## src/rtl/fetch_stage_pkg.sv

```systemverilog
// Shared pipeline definitions for the fetch stage: FSM state encodings,
// the bubble instruction and the default PC increment.
package fetch_stage_pkg;

  localparam int unsigned FETCH_ADDR_W  = 32;
  localparam int unsigned FETCH_DATA_W  = 32;
  localparam int unsigned FETCH_PC_STEP = 4;

  localparam logic [31:0] NOP_INSTR = 32'h0000_0000;

  localparam logic [1:0] ST_IDLE = 2'd0;
  localparam logic [1:0] ST_WAIT = 2'd1;
  localparam logic [1:0] ST_HOLD = 2'd2;
  localparam logic [1:0] ST_DROP = 2'd3;

  typedef enum logic [1:0] {
    S_IDLE = ST_IDLE,
    S_WAIT = ST_WAIT,
    S_HOLD = ST_HOLD,
    S_DROP = ST_DROP
  } fetch_state_t;

  // DROP still issues a request: its handshake has to finish before the redirect.
  function automatic logic is_req_state(input fetch_state_t s);
    return (s == S_WAIT) || (s == S_DROP);
  endfunction

endpackage

```

## src/rtl/fetch_stage_if.sv

```systemverilog
// Request/ready handshake between the fetch stage (master) and the
// multi-cycle instruction memory (slave).
interface fetch_stage_if #(
  parameter int ADDR_W = 32,
  parameter int DATA_W = 32
) ();

  logic              imem_req;
  logic [ADDR_W-1:0] imem_addr;
  logic              imem_ready;
  logic [DATA_W-1:0] imem_rdata;

  modport master (
    output imem_req,
    output imem_addr,
    input  imem_ready,
    input  imem_rdata
  );

  modport slave (
    input  imem_req,
    input  imem_addr,
    output imem_ready,
    output imem_rdata
  );

endinterface

```

## src/rtl/fetch_stage_if_id_reg.sv

```systemverilog
// IF/ID pipeline register: flush beats hold, hold beats load, and an
// unfrozen cycle with nothing to load presents a bubble to ID.
module fetch_stage_if_id_reg
  import fetch_stage_pkg::*;
#(
  parameter int ADDR_W = 32,
  parameter int DATA_W = 32
) (
  input  logic              clk,
  input  logic              rst,
  input  logic              hold,
  input  logic              flush,
  input  logic              load,
  input  logic [ADDR_W-1:0] load_pc,
  input  logic [DATA_W-1:0] load_instr,
  input  logic              load_valid,
  output logic [ADDR_W-1:0] pc_out,
  output logic [DATA_W-1:0] instr_out,
  output logic              valid_out
);

  always_ff @(posedge clk) begin
    if (!rst || flush) begin
      pc_out    <= '0;
      instr_out <= DATA_W'(NOP_INSTR);
      valid_out <= 1'b0;
    end else if (!hold) begin
      if (load) begin
        pc_out    <= load_pc;
        instr_out <= load_instr;
        valid_out <= load_valid;
      end else begin
        pc_out    <= '0;
        instr_out <= DATA_W'(NOP_INSTR);
        valid_out <= 1'b0;
      end
    end
  end

endmodule

```

## src/rtl/fetch_stage.sv

```systemverilog
// Instruction fetch: PC, imem req/ready handshake, one-entry skid buffer
// for data returning under freeze, and branch redirect/flush.
module fetch_stage
  import fetch_stage_pkg::*;
#(
  parameter int              ADDR_W   = FETCH_ADDR_W,
  parameter int              DATA_W   = FETCH_DATA_W,
  parameter logic [ADDR_W-1:0] RESET_PC = '0,
  parameter int              PC_STEP  = FETCH_PC_STEP
) (
  input  logic              clk,
  input  logic              rst,
  input  logic              freeze,
  input  logic              branch_taken,
  input  logic [ADDR_W-1:0] branch_addr,
  fetch_stage_if.master     imem,
  output logic [ADDR_W-1:0] pc_out,
  output logic [DATA_W-1:0] instr_out,
  output logic              valid_out
);

  fetch_state_t      state;
  fetch_state_t      state_next;

  logic [ADDR_W-1:0] pc;
  logic [ADDR_W-1:0] pc_next;
  logic [ADDR_W-1:0] pc_inc;
  logic [ADDR_W-1:0] drop_addr;

  logic              buf_valid;
  logic [ADDR_W-1:0] buf_pc;
  logic [DATA_W-1:0] buf_instr;

  logic              buf_capture;
  logic              buf_release;
  logic              drop_capture;

  logic              ifid_load;
  logic [ADDR_W-1:0] ifid_pc;
  logic [DATA_W-1:0] ifid_instr;
  logic              ifid_valid;

  assign pc_inc         = pc + ADDR_W'(PC_STEP);
  assign imem.imem_req  = is_req_state(state);
  assign imem.imem_addr = (state == S_DROP) ? drop_addr : pc;

  always_ff @(posedge clk) begin
    if (!rst) begin
      state <= S_IDLE;
    end else begin
      state <= state_next;
    end
  end

  // A redirect overrides everything but reset; a request that is still open
  // when it arrives is finished in DROP against its original address.
  always_comb begin
    state_next   = state;
    pc_next      = pc;
    buf_capture  = 1'b0;
    buf_release  = 1'b0;
    drop_capture = 1'b0;
    ifid_load    = 1'b0;
    ifid_pc      = '0;
    ifid_instr   = DATA_W'(NOP_INSTR);
    ifid_valid   = 1'b0;

    if (branch_taken) begin
      pc_next = branch_addr;
      case (state)
        S_WAIT: begin
          if (imem.imem_ready) begin
            state_next = S_WAIT;
          end else begin
            state_next   = S_DROP;
            drop_capture = 1'b1;
          end
        end
        S_DROP:  state_next = S_DROP;
        default: state_next = S_WAIT;
      endcase
    end else begin
      case (state)
        S_IDLE: state_next = S_WAIT;
        S_WAIT: begin
          if (imem.imem_ready) begin
            pc_next = pc_inc;
            if (freeze) begin
              buf_capture = 1'b1;
              state_next  = S_HOLD;
            end else begin
              ifid_load  = 1'b1;
              ifid_pc    = pc_inc;
              ifid_instr = imem.imem_rdata;
              ifid_valid = 1'b1;
            end
          end
        end
        S_HOLD: begin
          if (!freeze) begin
            ifid_load   = 1'b1;
            ifid_pc     = buf_pc;
            ifid_instr  = buf_instr;
            ifid_valid  = buf_valid;
            buf_release = 1'b1;
            state_next  = S_WAIT;
          end
        end
        S_DROP: begin
          if (imem.imem_ready) begin
            state_next = S_WAIT;
          end
        end
        default: state_next = S_IDLE;
      endcase
    end
  end

  always_ff @(posedge clk) begin
    if (!rst) begin
      pc        <= RESET_PC;
      drop_addr <= '0;
      buf_valid <= 1'b0;
      buf_pc    <= '0;
      buf_instr <= DATA_W'(NOP_INSTR);
    end else begin
      pc <= pc_next;
      if (drop_capture) begin
        drop_addr <= pc;
      end
      if (branch_taken) begin
        buf_valid <= 1'b0;
        buf_pc    <= '0;
        buf_instr <= DATA_W'(NOP_INSTR);
      end else if (buf_capture) begin
        buf_valid <= 1'b1;
        buf_pc    <= pc_inc;
        buf_instr <= imem.imem_rdata;
      end else if (buf_release) begin
        buf_valid <= 1'b0;
      end
    end
  end

  fetch_stage_if_id_reg #(
    .ADDR_W(ADDR_W),
    .DATA_W(DATA_W)
  ) u_if_id_reg (
    .clk       (clk),
    .rst       (rst),
    .hold      (freeze),
    .flush     (branch_taken),
    .load      (ifid_load),
    .load_pc   (ifid_pc),
    .load_instr(ifid_instr),
    .load_valid(ifid_valid),
    .pc_out    (pc_out),
    .instr_out (instr_out),
    .valid_out (valid_out)
  );

endmodule

```

## src/flat_wrapper.sv

```systemverilog
// flat-port wrapper written by rule: the top's interface ports become plain ports
module fetch_stage_flat import fetch_stage_pkg::*;
#(
  parameter int              ADDR_W   = FETCH_ADDR_W,
  parameter int              DATA_W   = FETCH_DATA_W,
  parameter logic [ADDR_W-1:0] RESET_PC = '0,
  parameter int              PC_STEP  = FETCH_PC_STEP
)
  (clk, rst, freeze, branch_taken, branch_addr, pc_out, instr_out, valid_out, imem_imem_req, imem_imem_addr, imem_imem_ready, imem_imem_rdata);
  fetch_stage_if #(.ADDR_W(ADDR_W), .DATA_W(DATA_W)) imem_i ();
  input  logic clk;
  input  logic rst;
  input  logic freeze;
  input  logic branch_taken;
  input  logic [ADDR_W-1:0] branch_addr;
  output logic [ADDR_W-1:0] pc_out;
  output logic [DATA_W-1:0] instr_out;
  output logic valid_out;
  output wire logic [$bits(imem_i.imem_req)-1:0] imem_imem_req;
  output wire logic [$bits(imem_i.imem_addr)-1:0] imem_imem_addr;
  input wire logic [$bits(imem_i.imem_ready)-1:0] imem_imem_ready;
  input wire logic [$bits(imem_i.imem_rdata)-1:0] imem_imem_rdata;
  assign imem_imem_req = imem_i.imem_req;
  assign imem_imem_addr = imem_i.imem_addr;
  assign imem_i.imem_ready = imem_imem_ready;
  assign imem_i.imem_rdata = imem_imem_rdata;
  fetch_stage #(.ADDR_W(ADDR_W), .DATA_W(DATA_W), .RESET_PC(RESET_PC), .PC_STEP(PC_STEP)) u_core (.clk(clk), .rst(rst), .freeze(freeze), .branch_taken(branch_taken), .branch_addr(branch_addr), .imem(imem_i), .pc_out(pc_out), .instr_out(instr_out), .valid_out(valid_out));
endmodule
```

## config.mk

```make
export PLATFORM = sky130hd
export DESIGN_NAME = fetch_stage_flat
export DESIGN_NICKNAME = d
export VERILOG_FILES = /design/src/rtl/fetch_stage_pkg.sv /design/src/rtl/fetch_stage_if.sv /design/src/rtl/fetch_stage_if_id_reg.sv /design/src/rtl/fetch_stage.sv /design/src/flat_wrapper.sv
export SDC_FILE = /design/constraint.sdc
export NUM_CORES = 1
export LEC_CHECK = 0
export ABC_AREA = 1
export BUFFER_PORTS_ARGS = -buffer_cell sky130_fd_sc_hd__buf_2
export CAP_MARGIN = 25
export CORE_UTILIZATION = 35
export CTS_CLUSTER_SIZE = 25
export DETAILED_ROUTE_END_ITERATION = 10
export RECOVER_POWER = 25
export REMOVE_ABC_BUFFERS = 1
export SLEW_MARGIN = 20
export SYNTH_ARGS = -nofsm -noshare
export SYNTH_HDL_FRONTEND = slang
export SYNTH_SLANG_ARGS = --single-unit
```

## constraint.sdc

```tcl
create_clock -name clk -period 2.8 [get_ports clk]
set_input_delay 0.14 -clock clk [delete_from_list [all_inputs] [get_ports clk]]
set_output_delay 0.14 -clock clk [all_outputs]
set_load 0.02 [all_outputs]
```

# Yosys cells after proc, flatten, opt, wreduce, memory -nomap -nowiden
# Cells that the tools add are included.
[totals]
elab_cells = 67
ff_bits = 196
rom_bits = 0
memories = 0
input_bits = 69
mem_bits_rw = 0
latchBits = 0
[classes]
n_lt_le_gt_ge = 0
n_eq_ne = 7
n_addsub = 1
n_reduce_logical = 10
div_mod_pow = 0
bitwise = 1
n_shift = 0
multipliers = 0
muxes = 39
[ops]
columns = ["operator", "count"]
rows = [
  ["$mux 32", 10],
  ["$pmux 32 s2", 2],
  ["$add 32x3->32 const B", 1],
  ["$mux 1", 17],
  ["$mux 2", 6],
  ["$ne 3x3->1 const B", 4],
  ["$pmux 2 s4", 1],
  ["$reduce_bool 2->1", 3],
  ["$eq 2x2->1 const B", 2],
  ["$pmux 1 s2", 2],
  ["$pmux 2 s2", 1],
  ["$reduce_and 4->1", 1],
  ["$eq 2x1->1 const B", 1],
  ["$logic_not 2->1", 1],
  ["$logic_or 1x1->1", 2],
  ["$reduce_and 2->1", 1],
  ["$reduce_or 2->1", 1],
  ["$logic_not 1->1", 1],
  ["$not 1->1", 1],
]

# Logic depth before layout (Yosys ltp)
[logic_depth]
ltp_word = 5
ltp_mapped = 12
mapped_depth_nobuf = 12

# By module
# A second synthesis with hierarchy kept.
[hier_totals]
hier_cells = 1433
area_unflattened_um2 = 10018.4
[by_module_without_submodules]
columns = ["module", "seq_area_each_um2", "instances", "area_each_um2", "cells_per_inst"]
rows = [
  ["fetch_stage", 2622.5, 1, 7075.5, 1142],
  ["fetch_stage_if_id_reg", 1301.2, 1, 2942.8, 291],
]

# Worst setup path before layout
# Ideal clock, no wire load.
[synth_timing]
kind = "reg2reg"
from = "register u_core.state[0]"
to = "register u_core.state[1]"
arrival_ns = 1.584
path_stages_with_launch = 9
setup_ns = 0.115
period_less_slack_ns = 1.699
setup_slack_ns = 1.101
path_cell_list = "dfxtp_1 ha_1 clkbuf_1 inv_1 nand2_1 nand2_1 o221ai_1 or2_2 o21a_1"
[synth_between]
elab_chain_len = 3
elab_cells_between_ends = 12
[synth_lines]
columns = ["item", "line", "source"]
rows = [
  ["start: declaration", "fetch_stage.sv:22", "fetch_state_t state;"],
  ["start signal: assignment", "fetch_stage.sv:51", "state <= state_next;"],
  ["$eq 2x1->1, or another cell as far along", "fetch_stage.sv:70, fetch_stage.sv:83", ""],
  ["$ne 3x3->1 (no source line), or another cell as far along", "--", ""],
  ["$reduce_and 4->1 (no source line) / $mux 2 (equally long branches)", "--", ""],
]
# Several ways; a longest one is shown, not always the timed one.
# A chain may end at the register's enable or synchronous reset.

# Worst setup path after layout
[layout_timing]
from = "register u_core.state[0]"
to = "output imem_imem_addr[30]"
[layout_between]
elab_chain_len = 2
[layout_lines]
columns = ["item", "line", "source"]
rows = [
  ["$eq 2x2->1", "fetch_stage.sv:45", "assign imem.imem_addr = (state == S_DROP) ? drop_addr : pc;"],
  ["$mux 32", "fetch_stage.sv:45", ""],
  ["end: declaration", "flat_wrapper.sv:20", "output wire logic [$bits(imem_i.imem_addr)-1:0] imem_imem_addr;"],
]
# Every way passes these cells.

==> metrics <==
Comb pwr share 0.122; Crit. End Element primary output; Starting Density 0.357; synth cell count leaders nand2_1 (398), o21ai_0 (211), dfxtp_1 (196); DP Area a little over 10000 um2; FILL cells roughly 2700; CP arrival between 2000 and 2500 ps; maximum vdd drop approximately 360 uV; WL final roughly 27 mm; synth unique cells 32; antenna violations before repair 1; Rows 58; Syn Inst Count approximately 1300; Longest Clk Path Bufs 2; CTS root buf clkbuf_16; IO buf count roughly 170; Int Pwr around 4500 uW; IO Count between 150 and 200; Detailed Routing Iterations Pass 1 5; # Post-CTS Setup Buffers 0; wire length per cell about 15 um; Hold Path Class primary input to flip-flop; # setup viols final 0; Sw Ratio 0.275; yosys warns 0; Tightest Pin Transition 1320 ps; Worst setup SP type flip-flop; CTS sink cnt 196; slew margin rel. 0.117; fmax roughly 450 MHz; vias per cell ~4.8; EDFF count, synth 0; RD Place Congestion about 0.84; min Tclk post-route about 2200 ps; commonest register cell after synthesis dfxtp_1; worst setup path category flip-flop to primary output; pin count of the biggest net entering global routing 77; Tot Pwr 6160 uW; global-route wire length before repair around 44 mm; share of cells above drive strength 1 0.113; vias in the first global route 8449; hold path cells 5; Req. time, crit path 2660 ps; TritonCTS clock tree built; Max Slew Vio Count 0; register area share after synthesis 0.436; post-route clock skew 11.3 ps; cts bufs inserted 17; design area ~11000 um2; Final period util 0.796; status finished, final reports clean; synthesized area between 9000 and 10000 um2; All-Layer GR Usage 0.210; fin util 0.435; detailed placer's ending HPWL 17.8 mm; Starting DRT DRC Count 488; P_leak 0.00429 uW; syn avg cell area between 6 and 7 um2; Final Hold Violating Endpoints 0; Die Area between 20000 and 30000 um2; Cell Pwr Density between 500 and 600 nW/um2; Clock Latency Late Sink 430 ps; DP Cell Count roughly 1800; Die H 162 um; Routed Antenna Nets 0; max cap viols 0; Seq cells post-synth ~200; GRT overflow 0; Final #Nets between 1500 and 2000; post-synth top area cell dfxtp_1; Core Region 25200 um2; area grow syn2layout 21.8%; asr flop ratio synth 0; Post-route DRC 0; clock transition at the registers of the reported paths 70 ps; worst-path fanout max 30; sw power between 1500 and 2000 uW; ranking of synthesized cells by area dfxtp_1 (44%), nand2_1 (17%), o21ai_0 (12%); Yosys top cell area share 0.436; power share of the sequential group 0.476; RSZ-0062 raised after global routing no; Final Non-Filler Cells around 1800; Clock Power Share 0.403; Vias 8873; Die X 162 um; CTS H-tree lvls 4; count leader, synth nand2_1; FF-to-FF path depth 7
final timing paths:
| kind | to | slack, ps | start |
|---|---|---|---|
| min reg2reg | u_core.drop_addr[15] | 450 | u_core.drop_addr[15] |
| max reg2reg | u_core.buf_pc[4] | 760 | u_core.state[1] |
| max | imem_imem_addr[30] | 570 | u_core.state[0] |
| min | u_core.pc[7] | 30 | branch_addr[7] |
repair_timing:
item,in CTS,in global routing
hold buffers,36,0
setup endpoints to repair,0,0
resized for setup,0,0
hold endpoints to repair,36,0
cell usage in the layout, fill, tap and decap left out, types with 2 or more instances in the layout:
master           n
dlygate4sd3_1   36
o21ai_1          4
nor2_4           5
dfxtp_1        196
xor2_1           9
nor2_1          54
bufinv_16        2
a21oi_1        152
buf_4           16
a22o_1           4
clkinv_2         3
and2_1           3
buf_2          100
inv_2            4
inv_6            2
o21ai_0        211
ha_1             2
o211ai_1         6
clkbuf_16       17
clkbuf_8         2
inv_1          131
clkinvlp_4       3
ha_2             2
clkinv_4         2
nand2_1        398
buf_12           3
clkbuf_1        67
nand3_1         57
nor2_2           3
sequential cells by signal, indices dropped and copies added, names as in the netlist:
signal,cells
u_core.buf_pc,32
u_core.buf_instr,32
u_core.u_if_id_reg.pc_out,32
u_core.buf_valid,1
u_core.drop_addr,32
u_core.u_if_id_reg.valid_out,1
u_core.u_if_id_reg.instr_out,32
u_core.state,2
u_core.pc,32
per-layer routing:
metal,GRT usage,wire length [um]
met5,0,0
met4,0.0519,377
met3,0.0502,1500
met2,0.340,12400
met1,0.279,12900
power groups by stage:
stage	combinational, uW	sequential (uW)	clock [uW]
2_1_floorplan	392	2970	0
3_3_place_gp	706	2990	0
3_5_place_dp	716	2990	0
4_1_cts	755	2930	2530
5_1_grt	833	2940	2630
6_report	748	2930	2480
worst max-delay path: stages, from the launching register on:
cell	delay, ps
dfxtp_1	390
ha_2	440
buf_4	350
nand2_1	80
o21ai_0	160
buf_2	240
logic make-up (layout without fill, tap and decap cells):
group	count (synthesis)	in the layout	share of synthesized area
and+or+nand+nor	525	525	0.234
AOI/OAI and AO/OA	383	383	0.219
buffers and inverters	222	390	0.0970
DFF	196	196	0.436
xor gates and xnor gates	9	9	0.00876
adders and majority gates	4	4	0.00556
other	0	1	0
stage by stage:
stage               setup WS, ps  hold WS, ps  TNS [ps]
global route                 446         37.5         0
CTS                          561         14.5         0
global placement             867          372         0
finish                       570         27.0         0
floorplan                  -1390          251    -78630
detailed placement           747          381         0
final cells by class:
type / instances / area (um2) / area share
diodes: 1 / 2.50 / 0.000228
clock buffers: 20 / 457 / 0.0417
clock inverters: 11 / 128 / 0.0116
inverters: 137 / 515 / 0.0470
multi-input cells: 921 / 4230 / 0.386
flip-flops and latches: 196 / 3920 / 0.358
well taps: 330 / 413 / 0.0377
repair buffers: 222 / 1290 / 0.118
No activity file was read; power rests on OpenSTA's default activity.
